### config.mk
export PLATFORM = sky130hd
export DESIGN_NAME = bank_access_arbiter
export DESIGN_NICKNAME = d
export VERILOG_FILES = /design/src/rtl/bank_access_arbiter.sv
export SDC_FILE = /design/constraint.sdc
export NUM_CORES = 1
export LEC_CHECK = 0
export CELL_PAD_IN_SITES_DETAIL_PLACEMENT = 0
export CELL_PAD_IN_SITES_GLOBAL_PLACEMENT = 1
export CORE_AREA = 2 2 158 160
export CTS_BUF_LIST = sky130_fd_sc_hd__clkbuf_4 sky130_fd_sc_hd__clkbuf_8
export CTS_CLUSTER_DIAMETER = 50
export CTS_CLUSTER_SIZE = 14
export DETAILED_ROUTE_END_ITERATION = 12
export DIE_AREA = 0 0 160 162
export PLACE_DENSITY = 0.86
export SYNTH_ARGS = -nofsm -noshare
export SYNTH_HDL_FRONTEND = slang
export SYNTH_SLANG_ARGS = --single-unit
### constraint.sdc
create_clock -name clk -period 4.3 [get_ports clk]
set_clock_uncertainty 0.1 [all_clocks]
set_input_delay 1.29 -clock clk [delete_from_list [all_inputs] [get_ports clk]]
set_output_delay 1.29 -clock clk [all_outputs]
set_load 0.1 [all_outputs]
### src/rtl/bank_access_arbiter.sv
// bank_access_arbiter: round-robin arbiter sharing a banked memory between NREQ requesters, with tagged read return.
// Define BANK_ARB_PERF_EN to enable the saturating per-requester grant counters on grant_cnt.
module bank_access_arbiter #(
  parameter int NREQ   = 4,
  parameter int NBANK  = 10,
  parameter int AW     = 12,
  parameter int DW     = 32,
  parameter int RD_LAT = 1
) (
  input  logic                 clk,
  input  logic                 rst,
  input  logic [NREQ-1:0]      req_valid,
  output logic [NREQ-1:0]      req_ready,
  input  logic [NREQ-1:0]      req_we,
  input  logic [NREQ*4-1:0]    req_bank,
  input  logic [NREQ*AW-1:0]   req_addr,
  input  logic [NREQ*DW-1:0]   req_wdata,
  output logic                 rsp_valid,
  output logic [2:0]           rsp_id,
  output logic [DW-1:0]        rsp_data,
  output logic                 err,
  output logic [NBANK-1:0]     mem_csel,
  output logic                 mem_we,
  output logic [AW-1:0]        mem_w_addr,
  output logic [DW-1:0]        mem_w_data,
  output logic [AW-1:0]        mem_r_addr,
  input  logic [DW-1:0]        mem_r_data,
  output logic [NREQ*16-1:0]   grant_cnt
);
  logic [2:0] rr_ptr, win;
  logic found, acc, bad, we;
  logic [3:0] bank;
  logic [AW-1:0] addr;
  logic [DW-1:0] wdata;
  logic [RD_LAT-1:0] tok_v, tok_bad;
  logic [RD_LAT-1:0][2:0] tok_id;
  always_comb begin
    win = '0;
    found = 1'b0;
    for (int i = 0; i < NREQ; i++) begin
      if (!found && req_valid[(int'(rr_ptr) + i) % NREQ]) begin
        found = 1'b1;
        win = 3'((int'(rr_ptr) + i) % NREQ);
      end
    end
  end
  // no grants while reset is held, so every output reads zero during reset
  assign acc = found & rst;
  assign req_ready = acc ? (NREQ'(1) << win) : '0;
  assign we = req_we[win];
  assign bank = req_bank[win*4 +: 4];
  assign addr = req_addr[win*AW +: AW];
  assign wdata = req_wdata[win*DW +: DW];
  assign bad = int'(bank) >= NBANK;
  always_ff @(posedge clk or negedge rst) begin
    if (!rst) begin
      rr_ptr <= '0;
      mem_csel <= '0;
      mem_we <= 1'b0;
      mem_w_addr <= '0;
      mem_w_data <= '0;
      mem_r_addr <= '0;
      err <= 1'b0;
      tok_v <= '0;
      tok_bad <= '0;
      tok_id <= '0;
      rsp_valid <= 1'b0;
      rsp_id <= '0;
      rsp_data <= '0;
    end else begin
      if (acc) rr_ptr <= 3'((int'(win) + 1) % NREQ);
      mem_csel <= (acc && !bad) ? (NBANK'(1) << bank) : '0;
      mem_we <= acc & we;
      mem_w_addr <= (acc && we) ? addr : '0;
      mem_w_data <= (acc && we) ? wdata : '0;
      mem_r_addr <= (acc && !we) ? addr : '0;
      err <= acc & bad;
      // read token travels alongside the bank's read latency
      tok_v[0] <= acc & ~we;
      tok_bad[0] <= bad;
      tok_id[0] <= win;
      for (int i = 1; i < RD_LAT; i++) begin
        tok_v[i] <= tok_v[i-1];
        tok_bad[i] <= tok_bad[i-1];
        tok_id[i] <= tok_id[i-1];
      end
      rsp_valid <= tok_v[RD_LAT-1];
      rsp_id <= tok_v[RD_LAT-1] ? tok_id[RD_LAT-1] : '0;
      rsp_data <= (tok_v[RD_LAT-1] && !tok_bad[RD_LAT-1]) ? mem_r_data : '0;
    end
  end
`ifdef BANK_ARB_PERF_EN
  always_ff @(posedge clk or negedge rst) begin
    if (!rst) grant_cnt <= '0;
    else
      for (int i = 0; i < NREQ; i++)
        if (req_ready[i] && grant_cnt[i*16 +: 16] != 16'hFFFF) grant_cnt[i*16 +: 16] <= grant_cnt[i*16 +: 16] + 16'd1;
  end
`else
  assign grant_cnt = '0;
`endif
endmodule

==> flow_summary.json <==
{
  "drcViolationCount": 0,
  "cp-end-kind": "output pin",
  "synthFlopType": "dfrtp_1",
  "final_cell_mix": "clkdlybuf4s50_1 (331), dfrtp_1 (109), mux2i_1 (68), conb_1 (65), nor2_1 (62)",
  "clock_latency_ns": 0.39,
  "hold_depth": 0,
  "fp-row-count": 57,
  "fin_setup_tns_ns": 0,
  "fin_crit_sh": 0.983,
  "final_common_cell": "clkdlybuf4s50_1",
  "finalMaxSlewViolations": 0,
  "die-width_um": 160,
  "slew-limit-headroom": 0.298,
  "path_class": "input pin to output pin",
  "h-tree-depth": 3,
  "min_period_ns": 4.23,
  "cts_tree": "built",
  "peakVddDrop_v": 0.000256,
  "syn_area_um2": 5840,
  "final_util": 0.402,
  "grt_max_degree": 67,
  "drt_wl_total_um": 18600,
  "p_per_area_nw_per_um2": 583,
  "drive_gt1_frac": 0.149,
  "syn-instance-count": 502,
  "vias": 4840,
  "ys_warn_count": 0,
  "dr.first_iter.drc_count": 211,
  "grt_pass1_vias": 4895,
  "cp.required_ns": 2.91,
  "seq_area_frac_synth": 0.467,
  "synth-seq-cells": 109,
  "die-height_um": 162,
  "hold_violations": 0,
  "clock_path_buffers": 2,
  "area_growth_pct": 66.0,
  "pin_count": 406,
  "cts_buffers": 9,
  "clkSinkCount": 109,
  "rsz0062_at_grt": "no",
  "fin_ws_ns": 0.0728,
  "grt_pass1_wl_um": 27800,
  "async_flop_share": 1.00,
  "pre_cts_ws_ns": -0.0763,
  "track_usage": 0.139,
  "crit_path_start_kind": "input pin",
  "routabilityCongestion": 0.810,
  "clock-root-buffer": "clkbuf_8",
  "ant_nets": 0,
  "fillers": 2368,
  "synth-edff-count": 0,
  "antenna_found_initial": 0,
  "cp_data_arrival_time_ns": 2.84,
  "maxCapViolations": 0,
  "wire_per_inst_um": 15.8,
  "viasPerCell": 4.11,
  "min_path_type": "flop to flop",
  "diodes": 0,
  "portBuffers": 340,
  "coreArea_um2": 24100,
  "avgSynthCellArea_um2": 11.6,
  "fmax_ghz": 0.237,
  "yosysUniqueCellTypes": 39,
  "clk_pin_slew_ns": 0.12,
  "die_area_um2": 25900,
  "r2r_cells": 9,
  "final_cell_area_um2": 9700,
  "start_util": 0.242,
  "status": "completed",
  "dp_hpwl_um": 14700,
  "tightestPinTransition_ns": 1.05,
  "dpl-instance-area_um2": 9460,
  "p_leak_nw": 4.30,
  "crit_path_max_fanout": 5,
  "setup_viol": 0,
  "grt_overflow_total": 0,
  "layout.nets": 1088,
  "drt_first_pass_iters": 4
}
cell usage after synthesis, types with 2 or more instances:
library cell	n	share of area
dfrtp_1	109	0.47
nor2_1	62	0.040
mux2_2	45	0.087
and2_1	39	0.042
nand2b_1	2	0.0021
a2111oi_1	2	0.0034
a211oi_1	13	0.017
buf_4	71	0.091
inv_1	4	0.0026
ha_1	4	0.0086
mux2i_1	68	0.12
and4_1	2	0.0030
a211oi_2	19	0.041
o21ai_0	2	0.0017
nand2_1	10	0.0064
buf_2	7	0.0060
nor4_1	4	0.0043
a21o_1	2	0.0026
nor2b_1	2	0.0021
mux2_4	2	0.0051
nor4b_2	2	0.0051
buf_8	2	0.0051
clkbuf_1	8	0.0051
buf_6	6	0.012
per-stage QoR:
stage	power [W]	instances	hold WS (ns)
final	0.00565	1179	0.340
after global routing	0.00592	1179	0.373
after CTS	0.00573	1179	0.341
after detailed placement	0.00500	1161	0.313
after global placement	0.00497	1161	0.314
after floorplan	0.00411	566	0.272
worst paths after layout:
path | from | to | slack [ns]
max reg2reg | rr_ptr[1]$_DFFE_PN0P_ | mem_w_data[29]$_DFF_PN0_ | 1.38
min in group asynchronous | rst | rr_ptr[0]$_DFFE_PN0P_ | 0.99
min reg2reg | tok_v$_DFF_PN0_ | rsp_valid$_DFF_PN0_ | 0.34
max in group asynchronous | rst | mem_w_addr[1]$_DFF_PN0_ | 1.89
min | tok_v$_DFF_PN0_ | rsp_valid$_DFF_PN0_ | 0.34
max | req_valid[1] | req_ready[3] | 0.07
kinds of logic after synthesis:
family                     Yosys count  share of synthesized area
and+or+nand+nor                    123                      0.105
adders and majority gates            4                    0.00857
other                                1                   0.000642
AOI/OAI and AO/OA                   51                     0.0883
DFF                                109                      0.467
buffers and inverters               99                      0.122
muxes                              115                      0.208
power by group:
| part | internal (W) | switching [W] |
|---|---|---|
| combinational | 0.00108 | 0.00257 |
| clock | 0.000250 | 0.000446 |
| sequential | 0.00123 | 0.0000723 |
| total | 0.00256 | 0.00309 |
routing by layer:
metal | GRT usage | share of wire
met5 | 0 | 0
met4 | 0.0422 | 0.018
met3 | 0.0332 | 0.070
met2 | 0.259 | 0.53
met1 | 0.157 | 0.38
critical path, stage by stage:
cell and delay [ns]:
clkdlybuf4s50_1 0.53, a21o_1 0.25, o211ai_4 0.12, inv_1 0.12, ha_1 0.18, and2_2 0.18, buf_12 0.16
area by class of cell:
cell class | instances | area, um2 | area share
tap | 324 | 405 | 0.0418
clock buffer | 9 | 124 | 0.0128
sequential | 109 | 2730 | 0.281
multi-input combinational | 358 | 2660 | 0.274
timing repair buffer | 367 | 3670 | 0.378
clock inverter | 7 | 96.3 | 0.00993
inverter | 5 | 18.8 | 0.00194
flip-flops by register name (all words and copies together), names as in the netlist:
signal,count
mem_we,1
tok_id,2
tok_bad,1
mem_csel,10
mem_r_addr,12
rsp_data,32
err,1
mem_w_addr,12
rsp_id,2
rsp_valid,1
mem_w_data,32
tok_v,1
rr_ptr,2
repair_timing:
action,4_1_cts,5_1_grt
hold buffers,0,0
gates resized for setup,2,2
endpoints found under the setup margin,4,2
pin swaps,2,0
buffers inserted,2,0
Note: power is estimated with default switching activity, not from simulation.
